<file path="config.mk">
export PLATFORM = sky130hd
export DESIGN_NAME = vscale_hazard_ctrl
export DESIGN_NICKNAME = d
export VERILOG_FILES = /design/src/rtl/vscale_hazard_ctrl.sv
export SDC_FILE = /design/constraint.sdc
export NUM_CORES = 1
export LEC_CHECK = 0
export ABC_AREA = 0
export CAP_MARGIN = 30
export CORE_MARGIN = 8
export CORE_UTILIZATION = 56
export CTS_CLUSTER_SIZE = 40
export DETAILED_ROUTE_END_ITERATION = 6
export DONT_BUFFER_PORTS = 1
export PLACE_DENSITY_LB_ADDON = 0.05
export SLEW_MARGIN = 20
export SYNTH_ARGS = -nofsm -noshare
export SYNTH_HDL_FRONTEND = slang
export SYNTH_SLANG_ARGS = --single-unit
</file>
<file path="constraint.sdc">
create_clock -name clk -period 1.5 [get_ports clk]
set_input_delay 0.075 -clock clk [delete_from_list [all_inputs] [get_ports clk]]
set_output_delay 0.075 -clock clk [all_outputs]
set_load 0.005 [all_outputs]
</file>
<file path="src/rtl/vscale_hazard_ctrl.sv">
// vscale_hazard_ctrl: tracks in-flight destinations across the post-DX stages and the MD unit, and produces bypass selects, the DX stall and writeback control.
// Bypass selects are active only with `VSCALE_HAZARD_BYPASS_EN; otherwise any hazard stalls DX until the writer leaves WB.
module vscale_hazard_ctrl #(
    parameter int NUM_STAGES = 2,
    parameter int REG_ADDR_WIDTH = 5,
    parameter int MD_LATENCY = 4,
    localparam int SEL_W = $clog2(NUM_STAGES + 1)
) (
    input  logic                      clk,
    input  logic                      reset,
    input  logic                      issue_valid,
    input  logic                      kill_DX,
    input  logic                      flush,
    input  logic                      stall_in,
    input  logic [REG_ADDR_WIDTH-1:0] rs1_addr,
    input  logic [REG_ADDR_WIDTH-1:0] rs2_addr,
    input  logic                      rs1_used,
    input  logic                      rs2_used,
    input  logic                      wr_reg_DX,
    input  logic [REG_ADDR_WIDTH-1:0] rd_DX,
    input  logic [1:0]                wb_src_DX,
    output logic                      stall_DX,
    output logic [SEL_W-1:0]          bypass_rs1_sel,
    output logic [SEL_W-1:0]          bypass_rs2_sel,
    output logic                      wr_reg_WB,
    output logic [REG_ADDR_WIDTH-1:0] reg_to_wr_WB,
    output logic [1:0]                wb_src_sel_WB,
    output logic                      md_busy,
    output logic                      md_done,
    output logic [REG_ADDR_WIDTH-1:0] md_rd
);
    localparam logic [1:0] SRC_MEM = 2'd1;
    localparam logic [1:0] SRC_MD = 2'd2;

    logic [NUM_STAGES:1]       valid_q, valid_d, wr_q, wr_d;
    logic [REG_ADDR_WIDTH-1:0] rd_q [1:NUM_STAGES];
    logic [REG_ADDR_WIDTH-1:0] rd_d [1:NUM_STAGES];
    logic [1:0]                src_q [1:NUM_STAGES];
    logic [1:0]                src_d [1:NUM_STAGES];
    logic [7:0]                cnt_q, cnt_d;
    logic [REG_ADDR_WIDTH-1:0] md_rd_q, md_rd_d;
    logic [SEL_W-1:0]          sel [2];
    logic [1:0]                hz;
    logic [1:0]                used;
    logic [REG_ADDR_WIDTH-1:0] rs [2];
    logic                      md_conf, is_md, issue;

    assign used = {rs2_used, rs1_used};
    assign rs[0] = rs1_addr;
    assign rs[1] = rs2_addr;
    assign is_md = wb_src_DX == SRC_MD;

    // Scan oldest to youngest so the youngest matching stage decides.
    always_comb begin
        sel = '{default: '0};
        hz = '0;
        for (int s = 0; s < 2; s++) begin
            for (int k = NUM_STAGES; k >= 1; k--) begin
                if (used[s] && valid_q[k] && wr_q[k] && rd_q[k] == rs[s] && rs[s] != '0) begin
`ifdef VSCALE_HAZARD_BYPASS_EN
                    sel[s] = (k == NUM_STAGES || src_q[k] != SRC_MEM) ? SEL_W'(k) : '0;
                    hz[s] = !(k == NUM_STAGES || src_q[k] != SRC_MEM);
`else
                    hz[s] = 1'b1;
`endif
                end
            end
        end
    end

    assign md_conf = md_busy & (is_md
                     | (rs1_used & rs1_addr == md_rd_q & md_rd_q != '0)
                     | (rs2_used & rs2_addr == md_rd_q & md_rd_q != '0)
                     | (wr_reg_DX & rd_DX == md_rd_q));
    assign stall_DX = stall_in | (|hz) | md_conf;
    assign issue = issue_valid & !kill_DX & !stall_DX;

    always_comb begin
        valid_d = valid_q;
        wr_d = wr_q;
        rd_d = rd_q;
        src_d = src_q;
        cnt_d = cnt_q != '0 ? cnt_q - 8'd1 : '0;
        md_rd_d = md_rd_q;
        if (!stall_in) begin
            valid_d[1] = issue;
            wr_d[1] = issue & wr_reg_DX & !is_md;
            rd_d[1] = rd_DX;
            src_d[1] = wb_src_DX;
            for (int k = 2; k <= NUM_STAGES; k++) begin
                valid_d[k] = valid_q[k-1];
                wr_d[k] = wr_q[k-1];
                rd_d[k] = rd_q[k-1];
                src_d[k] = src_q[k-1];
            end
        end
        if (issue && is_md) begin
            cnt_d = 8'(MD_LATENCY);
            md_rd_d = rd_DX;
        end
        if (flush) begin
            valid_d = '0;
            cnt_d = '0;
        end
    end

    always_ff @(posedge clk) begin
        if (reset) begin
            valid_q <= '0;
            wr_q <= '0;
            rd_q <= '{default: '0};
            src_q <= '{default: '0};
            cnt_q <= '0;
            md_rd_q <= '0;
        end else begin
            valid_q <= valid_d;
            wr_q <= wr_d;
            rd_q <= rd_d;
            src_q <= src_d;
            cnt_q <= cnt_d;
            md_rd_q <= md_rd_d;
        end
    end

    assign bypass_rs1_sel = sel[0];
    assign bypass_rs2_sel = sel[1];
    assign wr_reg_WB = valid_q[NUM_STAGES] & wr_q[NUM_STAGES] & !stall_in;
    assign reg_to_wr_WB = rd_q[NUM_STAGES];
    assign wb_src_sel_WB = src_q[NUM_STAGES];
    assign md_busy = cnt_q > 8'd1;
    assign md_done = cnt_q == 8'd1 && !flush && !reset;
    assign md_rd = md_rd_q;
endmodule

</file>
# After elaboration in Yosys (flattened, before gate mapping)
# Cells that the tools add are included.
# Widths: inputs -> output; s select.
dict set report word_totals {
  reg_bits 31
  latchBits 0
  mem_bits_rw 0
  mem_bits_ro 0
  in_bits 26
  output_inout_bits 20
  word_cells 76
  mem_count 0
}
dict set report classes {
  addsub 1
  multipliers 0
  div_mod_pow 0
  magnitude_cmp 1
  eq_ne 9
  shift 0
  muxes 6
  n_bitwise 18
  n_reduce_logical 32
}
# cell count
set ops {}
lappend ops {{$eq 5x5->1} 7}
lappend ops {{$logic_and 1x1->1} 19}
lappend ops {{$reduce_bool 5->1} 3}
lappend ops {{$and 1x1->1} 12}
lappend ops {{$eq 8x1->1 const B} 1}
lappend ops {{$gt 8x1->1 const B} 1}
lappend ops {{$reduce_bool 8->1} 1}
lappend ops {{$sub 8x1->8 const B} 1}
lappend ops {{$logic_not 1->1} 6}
lappend ops {{$mux 3} 2}
lappend ops {{$or 1x1->1} 5}
lappend ops {{$mux 1} 4}
lappend ops {{$reduce_or 2->1} 2}
lappend ops {{$reduce_or 4->1} 1}
lappend ops {{$eq 2x2->1 const B} 1}
lappend ops {{$not 1->1} 1}

# Logic depth before layout (Yosys ltp)
dict set report logic_depth {
  depth_word 13
  mapped_depth 7
}

# Worst setup path after synthesis
# Ideal clock, no wire load.
dict set report synth_path {
  path_type {register to register}
  startpoint {register md_rd_q[0] (netlist: md_rd[0])}
  endpoint {register wr_q[1] (netlist bit)}
  setup_time_ns 0.075
  arrival_time_ns 1.633
  required_time_ns 1.425
  path_slack_ns -0.207
  stages_incl_launch_ff 6
  n_path_buf 0
  period_less_slack_ns 1.707
  cell_sequence {dfxtp_1 or4_1 o21ai_1 o2bb2ai_1 or3_4 o22ai_2}
}
dict set report synth_between {
  elab_chain_len 12
  word_cells_on_any_way 18
}
# element line
set synth_lines {}
lappend synth_lines {{from (decl)} 41} ;# logic [REG_ADDR_WIDTH-1:0] md_rd_q, md_rd_d;
lappend synth_lines {{from (signal assigned)} 121} ;# md_rd_q <= md_rd_d;
lappend synth_lines {{$eq 5x5->1} 72} ;# | (rs1_used & rs1_addr == md_rd_q & md_rd_q != '0)
lappend synth_lines {{$and 1x1->1 (2 in series)} 72}
lappend synth_lines {{$or 1x1->1} 72}
lappend synth_lines {{$or 1x1->1} 73} ;# | (rs2_used & rs2_addr == md_rd_q & md_rd_q != '0)
lappend synth_lines {{$or 1x1->1 (*)} 74} ;# | (wr_reg_DX & rd_DX == md_rd_q));
lappend synth_lines {{$and 1x1->1 (*)} 71} ;# assign md_conf = md_busy & (is_md
lappend synth_lines {{$or 1x1->1 (*)} 75} ;# assign stall_DX = stall_in | (|hz) | md_conf;
lappend synth_lines {{$logic_not 1->1 (*)} 76} ;# assign issue = issue_valid & !kill_DX & !stall_DX;
lappend synth_lines {{$and 1x1->1 (*)} 76}
lappend synth_lines {{$and 1x1->1 (*) (2 in series)} 87} ;# wr_d[1] = issue & wr_reg_DX & !is_md;
lappend synth_lines {{to (signal assigned)} 117} ;# wr_q <= wr_d;
lappend synth_lines {{to (decl)} 35} ;# logic [NUM_STAGES:1] valid_q, valid_d, wr_q, wr_d;
# Mark *: on every way between the ends. The rest lies on a longest branch, timed or not.
# A chain may end at the register's enable or synchronous reset.

# Worst setup path after layout
dict set report layout_path {
  startpoint {register md_rd_q[0] (netlist: md_rd[0])}
  endpoint {output stall_DX}
}
dict set report layout_between {
  elab_chain_len 8
  word_cells_on_any_way 14
}
# element line
set layout_lines {}
lappend layout_lines {{$eq 5x5->1} 72}
lappend layout_lines {{$and 1x1->1 (2 in series)} 72}
lappend layout_lines {{$or 1x1->1} 72}
lappend layout_lines {{$or 1x1->1} 73}
lappend layout_lines {{$or 1x1->1 (*)} 74}
lappend layout_lines {{$and 1x1->1 (*)} 71}
lappend layout_lines {{$or 1x1->1 (*)} 75}
lappend layout_lines {{to (decl)} 22} ;# output logic stall_DX,
# Marks and branches as above.

==> results.sh <==
export IMPL_outcome="finished with violations"
export IMPL_violations="setup timing"
export IMPL_grt_pass1_vias=1776
export IMPL_place_port_buffers=0
export IMPL_syn_area_sq_mm=0.00181
export IMPL_firstDrtPassIters=4
export IMPL_rows=20
export IMPL_clkSlewWorstSetupHoldPaths_ns=0.11
export IMPL_area_growth_syn_to_layout_pct=42.7
export IMPL_grt_max_degree=25
export IMPL_coreArea_sq_mm=0.00305
export IMPL_place_ws_ns=-0.672
export IMPL_drc=0
export IMPL_overflow=0
export IMPL_yosysWarnings=0
export IMPL_max_vdd_ir_drop_mv=0.760
export IMPL_met2WireLength_microns=2920
export IMPL_dpl_instance_area_sq_mm=0.00212
export IMPL_fin_ws_ns=-0.434
export IMPL_hold_violations=0
export IMPL_ys_top_cells_by_area="dfxtp_1 34%, xor2_1 14%, mux2i_1 8.9%, xnor2_1 5.8%, nor2_1 5.2%"
export IMPL_required_ns=1.42
export IMPL_final_core_util_pct=84.5
export IMPL_antenna_found_initial=0
export IMPL_setup_violations=15
export IMPL_power_leakage_nw=1.12
export IMPL_clock_sinks=31
export IMPL_fin_crit_sh_pct=129
export IMPL_netlist_area_leader_share_pct=34.3
export IMPL_synth_cell_types=36
export IMPL_slew_headroom_pct=40.9
export IMPL_syn_inst=197
export IMPL_drive_above_1_share_pct=41.9
export IMPL_grt_usage_pct=21.5
export IMPL_cts_inserted_buffers=5
export IMPL_cts_tree="done"
export IMPL_met1Wirelength_microns=2130
export IMPL_nets=280
export IMPL_worst_slew_pin_slew_ns=0.883
export IMPL_dieHeight_microns=72.8
export IMPL_grt_pass1_wl_microns=8750
export IMPL_cts_htree_levels=2
export IMPL_stdcell_count=297
export IMPL_multi_input_area_sq_mm=0.00127
export IMPL_worstSetupPathType="flop to primary output"
export IMPL_reg2reg_slack_ns=-0.38
export IMPL_drtIter0Drc=66
export IMPL_dp_cells=270
export IMPL_end_kind="primary output"
export IMPL_dieWidth_microns=72.8
export IMPL_place_gp_congestion=0.848
export IMPL_maxCapViolations=0
export IMPL_register_area_sq_um=659
export IMPL_die_area_sq_mm=0.00531
export IMPL_design_area_sq_mm=0.00258
export IMPL_p_total_w=0.00260
export IMPL_cp_max_fo=3
export IMPL_min_path_cells=3
export IMPL_postSynthAreaPerCell_sq_um=9.18
export IMPL_fin_skew_ns=0.0127
export IMPL_r2r_end="wr_q[1]"
export IMPL_synth_top_cell_by_area="dfxtp_1"
export IMPL_worstPathArrival_ns=1.86
export IMPL_ys_seq_elements=31
export IMPL_ios=46
export IMPL_min_to="md_rd[1]"
export IMPL_maxUsedRoutingLayer="met4"
export IMPL_synth_seq_area_share_pct=34.3
export IMPL_dp_hpwl_microns=3640
export IMPL_cts_root_buffer="clkbuf_4"
export IMPL_power_density_mw_per_mm2=1010
export IMPL_routed_via_density=5.59
export IMPL_antenna_left=0
export IMPL_min_path_type="primary input to flop"
export IMPL_crit_path_start_kind="flop"
export IMPL_rsz0062_at_grt="yes"
export IMPL_rr_worst_depth=6
export IMPL_clkLatencyLatePin_ns=0.34
export IMPL_fmax_mhz=517
export IMPL_report_final_slew_viol_count=0
export IMPL_worstHoldStart="reset"
export IMPL_fillCellCount=175
export IMPL_cts_max_path_buffers=2
export IMPL_met3_length_microns=380
export IMPL_vias=1660
export IMPL_r2r_start="md_rd[0]"
export IMPL_initial_core_util_pct=59.3
export IMPL_layout_min_cycle_time_ns=1.93
export IMPL_antenna_cells=0
export IMPL_totalWireLength_microns=5670
export IMPL_wl_per_cell_microns=19.1
## logic make-up (layout without fill, tap and decap cells)
kind of cell	after synthesis	in the layout	share of synthesized area (%)
xor+xnor	41	41	19.8
flops	31	31	34.3
fa+ha+maj	2	2	1.38
compound gates	18	18	8.57
mux	16	16	8.85
simple gates	70	70	20.6
other cells	1	4	0.207
buf+inv	18	71	6.22
## cell usage in the layout (no fill, tap or decap), types with 2 or more instances in the layout
cell           instances
nor3_4                 5
and2_1                 2
conb_1                 4
dlygate4sd3_1         12
buf_4                 45
dfxtp_1               12
nor4_4                 2
or3_4                  2
nor4_1                 5
or4_1                  2
mux2i_1               16
xor2_1                25
dfxtp_4                6
nor4_2                 2
o22ai_2                2
o21ai_1                2
nor3_1                 3
xnor2_1               12
dfxtp_2               13
buf_6                  3
a22oi_1                2
clkbuf_4               5
xor2_2                 4
nor2_1                25
o2bb2ai_1              5
nand2b_1               6
nand2_1                7
## timing repair
item / CTS / global route
pin swaps: 10 / 11
setup buffers: 5 / 3
hold endpoints to repair: 24 / 0
hold buffers: 13 / 0
resized for setup: 27 / 23
setup endpoints to repair: 15 / 18
## sequential cells by signal, indices dropped and copies added, names as in the netlist
register / count
cnt_q: 8
rd_q: 5
valid_q: 2
md_rd: 5
src_q: 2
wb_src_sel_WB: 2
reg_to_wr_WB: 5
wr_q: 2
## Yosys cell counts, drive strengths merged
master,number
mux2i,16
nand3b,1
inv,2
xnor2,12
nand4,1
a32oi,1
o2bb2ai,7
a22oi,2
dfxtp,31
or3b,1
xor2,29
or4,3
clkbuf,3
o22ai,2
ha,2
o21ai,4
o211ai,1
a21boi,1
and2,2
nor2,25
nand3,1
nand2b,6
and3,1
or3,3
nor4,9
nand2,8
buf,13
conb,1
nor3,9
## power by group
group,internal (W),switching (W),leakage [nW]
Sequential,0.000885,0.0000609,0.263
Combinational,0.000532,0.000488,0.808
Clock,0.000327,0.000313,0.0464
## worst max path at each step
stage | to | slack, ns | cells after the start | startpoint
after floorplan | wr_q[1] | -0.14 | 5 | md_rd[1]
after global placement | cnt_q[0] | -0.47 | 6 | reg_to_wr_WB[2]
after detailed placement | cnt_q[0] | -0.67 | 6 | rd_q[7]
after CTS | stall_DX | -0.41 | 6 | cnt_q[5]
after global routing | stall_DX | -0.50 | 6 | rd_q[9]
final | stall_DX | -0.43 | 4 | md_rd[0]
## stage by stage
step / hold WS [ns] / TNS, ns
final: 0.0672 / -4.35
after global routing: 0.0671 / -5.50
after CTS: 0.0665 / -3.94
after detailed placement: 0.154 / -7.41
after global placement: 0.147 / -5.64
after floorplan: 0.154 / -0.540
## layout make-up
| type | instances | share of cell area [%] |
|---|---|---|
| repair buffers | 61 | 19.5 |
| inverters | 2 | 0.388 |
| clock buffers | 7 | 2.96 |
| multi-input cells | 151 | 49.2 |
| clock inverters | 1 | 0.194 |
| well taps | 44 | 2.13 |
| flip-flops and latches | 31 | 25.5 |
## metal layers
| metal | global-route usage (%) | vias to the layer above |
|---|---|---|
| met4 | 12.2 | 0 |
| li1 | - | 774 |
| met5 | 0 | - |
| met2 | 37.8 | 61 |
| met3 | 7.28 | 16 |
| met1 | 21.7 | 809 |
## critical path: stages, from the launching register on
cell and delay [ns]:
dfxtp_4 0.37, or4_4 0.55, o21ai_4 0.16, o2bb2ai_4 0.08, or3_4 0.36
No activity file was read; power rests on OpenSTA's default activity.
